<file path="src/rtl/id_ex_stage_pkg.sv">
// rtl/id_ex_stage_pkg.sv - miniRV writeback/ALU/branch codes and the ID/EX bubble control bundle
package id_ex_stage_pkg;

  localparam logic [1:0] WB_ALU = 2'd0;
  localparam logic [1:0] WB_RAM = 2'd1;
  localparam logic [1:0] WB_IMM = 2'd2;
  localparam logic [1:0] WB_PC4 = 2'd3;

  localparam logic [3:0] ALU_ADD  = 4'd0;
  localparam logic [3:0] ALU_SUB  = 4'd1;
  localparam logic [3:0] ALU_AND  = 4'd2;
  localparam logic [3:0] ALU_OR   = 4'd3;
  localparam logic [3:0] ALU_XOR  = 4'd4;
  localparam logic [3:0] ALU_SLL  = 4'd5;
  localparam logic [3:0] ALU_SRL  = 4'd6;
  localparam logic [3:0] ALU_SRA  = 4'd7;
  localparam logic [3:0] ALU_SLT  = 4'd8;
  localparam logic [3:0] ALU_SLTU = 4'd9;

  localparam logic [2:0] BR_NONE = 3'd0;
  localparam logic [2:0] BR_BEQ  = 3'd1;
  localparam logic [2:0] BR_BNE  = 3'd2;
  localparam logic [2:0] BR_BLT  = 3'd3;
  localparam logic [2:0] BR_BGE  = 3'd4;
  localparam logic [2:0] BR_BLTU = 3'd5;
  localparam logic [2:0] BR_BGEU = 3'd6;
  localparam logic [2:0] BR_JUMP = 3'd7;

  typedef struct packed {
    logic [4:0] wr;
    logic       rf_we;
    logic [1:0] rf_wsel;
    logic [3:0] alu_op;
    logic       alub_sel;
    logic       ram_we;
    logic [2:0] br_type;
  } ctrl_t;

  // A bubble must never write the regfile or memory, nor resolve a branch.
  localparam ctrl_t CTRL_BUBBLE = '{
    wr:       5'd0,
    rf_we:    1'b0,
    rf_wsel:  WB_ALU,
    alu_op:   ALU_ADD,
    alub_sel: 1'b0,
    ram_we:   1'b0,
    br_type:  BR_NONE
  };

endpackage

</file>
<file path="src/rtl/id_ex_stage_operand_fwd_mux.sv">
// rtl/id_ex_stage_operand_fwd_mux.sv - selects forwarded vs regfile data for one operand
module operand_fwd_mux #(
  parameter int W = 32
) (
  input  logic         hazard_i,
  input  logic [W-1:0] fwd_data_i,
  input  logic [W-1:0] rf_data_i,
  output logic [W-1:0] data_o
);

  assign data_o = hazard_i ? fwd_data_i : rf_data_i;

endmodule

</file>
<file path="src/rtl/id_ex_stage.sv">
// rtl/id_ex_stage.sv - miniRV ID/EX pipeline register with bubble/flush/freeze and stall requests
// Optional event counters are built when ID_EX_PERF_EN is defined.
module id_ex_stage
  import id_ex_stage_pkg::*;
#(
  parameter int              XLEN   = 32,
  parameter logic [XLEN-1:0] NOP_PC = '0
) (
  input  logic            clk,
  input  logic            rst,
  input  logic            id_valid,
  input  logic [XLEN-1:0] id_pc,
  input  logic [XLEN-1:0] id_pc4,
  input  logic [XLEN-1:0] id_imm_ext,
  input  logic [XLEN-1:0] id_rD1,
  input  logic [XLEN-1:0] id_rD2,
  input  logic            rs1_hazard,
  input  logic            rs2_hazard,
  input  logic [XLEN-1:0] rs1_forward_data,
  input  logic [XLEN-1:0] rs2_forward_data,
  input  logic            load_use_flag,
  input  logic [4:0]      id_wR,
  input  logic            id_rf_we,
  input  logic [1:0]      id_rf_wsel,
  input  logic [3:0]      id_alu_op,
  input  logic            id_alub_sel,
  input  logic            id_ram_we,
  input  logic [2:0]      id_br_type,
  input  logic            ex_flush,
  input  logic            pipe_freeze,
  output logic            id_ex_valid,
  output logic [XLEN-1:0] id_ex_pc,
  output logic [XLEN-1:0] id_ex_pc4,
  output logic [XLEN-1:0] id_ex_imm_ext,
  output logic [XLEN-1:0] id_ex_rD1,
  output logic [XLEN-1:0] id_ex_rD2,
  output logic [4:0]      id_ex_wR,
  output logic            id_ex_rf_we,
  output logic [1:0]      id_ex_rf_wsel,
  output logic [3:0]      id_ex_alu_op,
  output logic            id_ex_alub_sel,
  output logic            id_ex_ram_we,
  output logic [2:0]      id_ex_br_type,
`ifdef ID_EX_PERF_EN
  output logic [31:0]     perf_bubble_cnt,
  output logic [31:0]     perf_flush_cnt,
`endif
  output logic            pc_stall,
  output logic            if_id_stall
);

  logic [XLEN-1:0] rd1_sel, rd2_sel;
  logic            valid_q, valid_d;
  logic [XLEN-1:0] pc_q, pc_d, pc4_q, pc4_d, imm_q, imm_d;
  logic [XLEN-1:0] rd1_q, rd1_d, rd2_q, rd2_d;
  ctrl_t           ctrl_q, ctrl_d, ctrl_in;
  logic            flush_take, lu_bubble, make_bubble;

  operand_fwd_mux #(.W(XLEN)) u_fwd_rs1 (
    .hazard_i   (rs1_hazard),
    .fwd_data_i (rs1_forward_data),
    .rf_data_i  (id_rD1),
    .data_o     (rd1_sel)
  );

  operand_fwd_mux #(.W(XLEN)) u_fwd_rs2 (
    .hazard_i   (rs2_hazard),
    .fwd_data_i (rs2_forward_data),
    .rf_data_i  (id_rD2),
    .data_o     (rd2_sel)
  );

  // A flush squashes the dependent instruction, so it must not also hold the front end.
  assign pc_stall    = (load_use_flag & ~ex_flush) | pipe_freeze;
  assign if_id_stall = pc_stall;

  assign flush_take  = ex_flush & ~pipe_freeze;
  assign lu_bubble   = load_use_flag & ~ex_flush & ~pipe_freeze;
  assign make_bubble = flush_take | (~pipe_freeze & (load_use_flag | ~id_valid));

  assign ctrl_in = '{
    wr:       id_wR,
    rf_we:    id_rf_we,
    rf_wsel:  id_rf_wsel,
    alu_op:   id_alu_op,
    alub_sel: id_alub_sel,
    ram_we:   id_ram_we,
    br_type:  id_br_type
  };

  always_comb begin
    valid_d = valid_q;
    pc_d    = pc_q;
    pc4_d   = pc4_q;
    imm_d   = imm_q;
    rd1_d   = rd1_q;
    rd2_d   = rd2_q;
    ctrl_d  = ctrl_q;
    if (make_bubble) begin
      valid_d = 1'b0;
      pc_d    = NOP_PC;
      pc4_d   = NOP_PC;
      imm_d   = '0;
      rd1_d   = '0;
      rd2_d   = '0;
      ctrl_d  = CTRL_BUBBLE;
    end else if (!pipe_freeze) begin
      valid_d = 1'b1;
      pc_d    = id_pc;
      pc4_d   = id_pc4;
      imm_d   = id_imm_ext;
      rd1_d   = rd1_sel;
      rd2_d   = rd2_sel;
      ctrl_d  = ctrl_in;
    end
  end

  always_ff @(posedge clk) begin
    if (rst) begin
      valid_q <= 1'b0;
      pc_q    <= NOP_PC;
      pc4_q   <= NOP_PC;
      imm_q   <= '0;
      rd1_q   <= '0;
      rd2_q   <= '0;
      ctrl_q  <= CTRL_BUBBLE;
    end else begin
      valid_q <= valid_d;
      pc_q    <= pc_d;
      pc4_q   <= pc4_d;
      imm_q   <= imm_d;
      rd1_q   <= rd1_d;
      rd2_q   <= rd2_d;
      ctrl_q  <= ctrl_d;
    end
  end

`ifdef ID_EX_PERF_EN
  logic [31:0] bubble_cnt_q, flush_cnt_q;

  always_ff @(posedge clk) begin
    if (rst) begin
      bubble_cnt_q <= '0;
      flush_cnt_q  <= '0;
    end else begin
      if (lu_bubble)  bubble_cnt_q <= bubble_cnt_q + 32'd1;
      if (flush_take) flush_cnt_q  <= flush_cnt_q + 32'd1;
    end
  end

  assign perf_bubble_cnt = bubble_cnt_q;
  assign perf_flush_cnt  = flush_cnt_q;
`else
  logic unused_perf;
  assign unused_perf = lu_bubble;
`endif

  assign id_ex_valid    = valid_q;
  assign id_ex_pc       = pc_q;
  assign id_ex_pc4      = pc4_q;
  assign id_ex_imm_ext  = imm_q;
  assign id_ex_rD1      = rd1_q;
  assign id_ex_rD2      = rd2_q;
  assign id_ex_wR       = ctrl_q.wr;
  assign id_ex_rf_we    = ctrl_q.rf_we;
  assign id_ex_rf_wsel  = ctrl_q.rf_wsel;
  assign id_ex_alu_op   = ctrl_q.alu_op;
  assign id_ex_alub_sel = ctrl_q.alub_sel;
  assign id_ex_ram_we   = ctrl_q.ram_we;
  assign id_ex_br_type  = ctrl_q.br_type;

endmodule

</file>
<file path="config.mk">
export PLATFORM = sky130hd
export DESIGN_NAME = id_ex_stage
export DESIGN_NICKNAME = d
export VERILOG_FILES = /design/src/rtl/id_ex_stage_pkg.sv /design/src/rtl/id_ex_stage_operand_fwd_mux.sv /design/src/rtl/id_ex_stage.sv
export SDC_FILE = /design/constraint.sdc
export NUM_CORES = 1
export LEC_CHECK = 0
export BUFFER_PORTS_ARGS = -buffer_cell sky130_fd_sc_hd__buf_4
export CAP_MARGIN = 10
export CORE_AREA = 4 4 164 166
export DETAILED_ROUTE_END_ITERATION = 10
export DIE_AREA = 0 0 168 170
export RECOVER_POWER = 25
export SYNTH_ARGS = -nofsm -noshare
export SYNTH_HDL_FRONTEND = slang
export SYNTH_HIERARCHICAL = 1
export SYNTH_SLANG_ARGS = --single-unit
</file>
<file path="constraint.sdc">
create_clock -name clk -period 2.19 [get_ports clk]
set_input_delay 0.438 -clock clk [delete_from_list [all_inputs] [get_ports clk]]
set_output_delay 0.438 -clock clk [all_outputs]
set_load 0.03 [all_outputs]
</file>
Yosys cells after proc, flatten, opt, wreduce, memory -nomap -nowiden. Index checks and enable logic that the tools add are counted.

Register bits after elaboration: 178. Latch bits: 0. RAM bits: 0. Memory bits (read-only): 0. Bits of input ports: 249. Logic and storage cells: 25. Memories kept: 0.

Add/subtract/negate cells: 0. Multipliers: 0. Div/mod/pow operators: 0. Magnitude comparators: 0. Equal/unequal tests: 0. Shifts and indexed selects: 0. Muxes and demuxes: 2. Bitwise operators: 9. Reductions and logical operators: 1.

Operators with widths (number): two-way mux 32 bit (2); bitwise AND 1 bit (3); NOT 1 bit (3); OR 1 bit (3); OR reduction 2 bit (1).

Logic depth before layout (Yosys ltp).
Depth in word-level cells: 5. Depth in mapped cells: 6.

Modules after synthesis. The synthesis kept the hierarchy.

By module, submodules not included: id_ex_stage (instances 1, cells each 618, area each 7653.6 sq um); operand_fwd_mux (instances 2, cells each 36, area each 544.3 sq um).

Worst setup path before layout. Ideal clock, no wire load.

Path kind: input-to-output. Start point: in pipe_freeze. End point: out pc_stall. Arrival time: 1.860 ns. Data required time: 1.752 ns. Path slack: -0.108 ns. Stages on the path: 6. Cell sequence: buf_4 -> inv_2 -> buf_2 -> buf_1 -> o21ai_0 -> buf_4.

Longest elaborated chain between the ends: 1.

Ends and longest elaborated chain: start, declared (line id_ex_stage.sv:30) `input logic pipe_freeze,`; OR 1 bit (line id_ex_stage.sv:74) `assign pc_stall = (load_use_flag & ~ex_flush) | pipe_freeze;`; end, declared (line id_ex_stage.sv:48) `output logic pc_stall,`.

No other way between the ends.

Worst setup path after layout.
Start point: in id_valid. End point: reg imm_q[2], in the netlist id_ex_imm_ext[2].

Longest elaborated chain between the ends: 5.

Ends and longest elaborated chain: start, declared (line id_ex_stage.sv:11) `input logic id_valid,`; NOT 1 bit (line id_ex_stage.sv:79) `assign make_bubble = flush_take | (~pipe_freeze & (load_use_flag | ~id_valid));`; OR 1 bit (line id_ex_stage.sv:79); bitwise AND 1 bit (line id_ex_stage.sv:79); OR 1 bit (line id_ex_stage.sv:79); OR reduction 2 bit (no line); end signal, assigned (line id_ex_stage.sv:131) `imm_q <= imm_d;`; end, declared (line id_ex_stage.sv:54) `logic [XLEN-1:0] pc_q, pc_d, pc4_q, pc4_d, imm_q, imm_d;`.

No other way between the ends. A chain may end at the register's enable or synchronous reset.

==> results.md <==
* Status: completed
* Starting Density at 0.3413
* Worst Tran Pin Value at 1282 ps
* Cells after Synth at just under 700
* CTS H-tree depth at 4
* Vias per cell at 4.906
* Number of flops mapped to enable cells by yosys at 0
* Core area at 25620 um^2
* Fin crit share at 0.7629
* CTS Sinks at 178
* Slew margin rel. at 0.1450
* Routed Antenna Nets at 0
* Prevailing post-synth register cell: dfxtp_1
* YS warnings at 6
* N_diodes at 0
* Antenna violations before repair at 0
* Drt first pass iters at 4
* # resized after CTS at 0
* Final instance area at between 10000 and 15000 um^2
* Clock root cell: clkbuf_16
* Max-slew violation count at 0
* P_leak at 5.697 nW
* Dominant cell type by area after synthesis: dfxtp_1
* Insertion delay to the later sink of the worst-skew pair at 430 ps
* Dpl cell area at 12100 um^2
* Layout Skew at 0 ps
* Synth area leaders: dfxtp_1, mux2i_1, a211oi_2
* Crit path launch: id_valid
* Global-route wire length before repair at 41590 um
* # setup viols final at 0
* Drt total wl at 27350 um
* F_max at between 0.5 and 0.6 GHz
* Pwr/cell area at 659.7 nW/um^2
* Ys async rst share at 0
* Sequential area share after synthesis at 0.4076
* Final Wtd Congestion at 0.7609
* Syn avg cell area at 12.67 um^2
* Share of the synthesized area in the top cell type at 0.4076
* Flops & latches, synth at 178
* Inserted Clock Buffers at 17
* Worst hold path startpoint: id_pc[25]
* Drt drc at 0
* Die width at 168 um
* Setup crit start kind: primary input
* Setup CP Type: in2reg
* Setup TNS at 0 ps
* I/O pin cnt at 429
* VDD IR max at 0.3726 mV
* Final Non-Filler Cells at 1419
* Fin util at 0.4802
* HPWL after DPL at 19760 um
* Setup Fix Bufs, Post-CTS at 0
* HP Class: in2reg
* Via count at around 7000
* RSZ-0062 raised after global routing: false
* Final Hold Fails at 0
* RR Startpoint: id_ex_imm_ext[0]
* 1st-iter DRT viols at 287
* Most frequent cell after synthesis: dfxtp_1
* CP Capture Type: flop
* Vias in the first global route at between 7000 and 8000
* Total nets after synthesis at 939
* Fin nets at 1320
* Critical Path Max Stage Delay at 900 ps
* IO Port Bufs at 428
* CTS tree: yes
* Clk buf depth at 2
* Largest net degree at the start of global routing at between 100 and 150
* Crit path arrival time at 1920 ps
* Clock transition at path regs at 80 ps
* Final hold slack at ~320 ps
* Global Route Usage Sum at 0.1812
* Remaining Overflow, GRT at 0
* # hold bufs at CTS at 0
* Critical Path, Cell by Cell: clkbuf_4 > or3b_1 > buf_4 > a211oi_1
* FP Rows at about 60
* Cell total after placement at 1387
* Synthesis-to-finish area growth at 40.72%
* Share of layout cells above drive strength 1 at 0.5323
* Height of the die at approximately 170 um
* Post-synth cell types at 17
* Die ar. at 28560 um^2
* Top cells by count, synth: dfxtp_1, mux2i_1, a211oi_2
* Post-DR wirelength/cell at 19.28 um
* Slowest stage cell on the critical path: buf_4
* Worst EP required at 2430 ps
* Post-layout min period at 1671 ps
* Max Cap Viol at 0
* Synth Cell Area at between 8000 and 9000 um^2
* CP max FO at 103
flip-flops by register name (all words and copies together) (netlist names):
name and flops:
id_ex_br_type 3, id_ex_pc4 32, id_ex_rf_we 1, id_ex_wR 5, id_ex_ram_we 1, id_ex_rD2 32
id_ex_alub_sel 1, id_ex_rf_wsel 2, id_ex_valid 1, id_ex_rD1 32, id_ex_imm_ext 32, id_ex_alu_op 4
id_ex_pc 32
final timing paths:
| path | cells past startpoint | to | slack, ps |
|---|---|---|---|
| min reg2reg | 2 | id_ex_valid | 530 |
| max | 4 | id_ex_imm_ext[2] | 520 |
| max reg2reg | 2 | id_ex_imm_ext[0] | 1400 |
| min | 3 | id_ex_pc[25] | 320 |
layout make-up:
class	count	area [um^2]
Fill cell	2502	13310
Multi-Input combinational cell	422	4224
Sequential cell	178	3563
Timing Repair Buffer	450	3502
Clock buffer	18	439.2
Tap cell	335	419.2
Clock inverter	14	138.9
Inverter	2	15.01
metrics by stage:
step | setup slack, ps | power [mW]
after floorplan | 68.25 | 4.561
after global placement | 485.1 | 5.267
after detailed placement | 481.2 | 5.269
after CTS | 501.2 | 8.300
after global routing | 434.3 | 8.469
final | 519.2 | 8.115
cell usage in the layout (no fill, tap or decap), types with 2 or more instances in the layout:
cell,instances
clkinvlp_4,2
buf_4,436
a211oi_1,148
mux2_2,4
clkinv_8,2
inv_8,4
buf_12,9
mux2_4,60
inv_6,3
mux2i_1,177
dfxtp_1,178
a211oi_2,30
clkbuf_4,3
clkbuf_16,17
clkinv_4,3
power breakdown:
part	leakage (nW)	switching (mW)	internal (mW)
clock	0.279	1.46	1.54
sequential	1.45	0.0734	3.37
combinational	3.96	0.835	0.833
cell families after synthesis:
family | synth area share
compound gates | 0.2107
buf+inv | 0.06913
flops | 0.4076
mux | 0.3109
simple gates | 0.001718
worst max-delay path: cells and delay by family:
family                 cells  cell delay [ps]
AO/OA/AOI/OAI              1              180
AND/OR/NAND/NOR            1              170
buffers and inverters      2             1010
per-layer routing:
metal / track usage / vias to the layer above / wire length [um]
li1: - / 3385 / -
met1: 0.2192 / 3294 / 11280
met2: 0.3090 / 267 / 13310
met3: 0.06574 / 15 / 2455
met4: 0.04305 / 0 / 308
met5: 0 / - / 0
No activity file was read; power rests on OpenSTA's default activity.
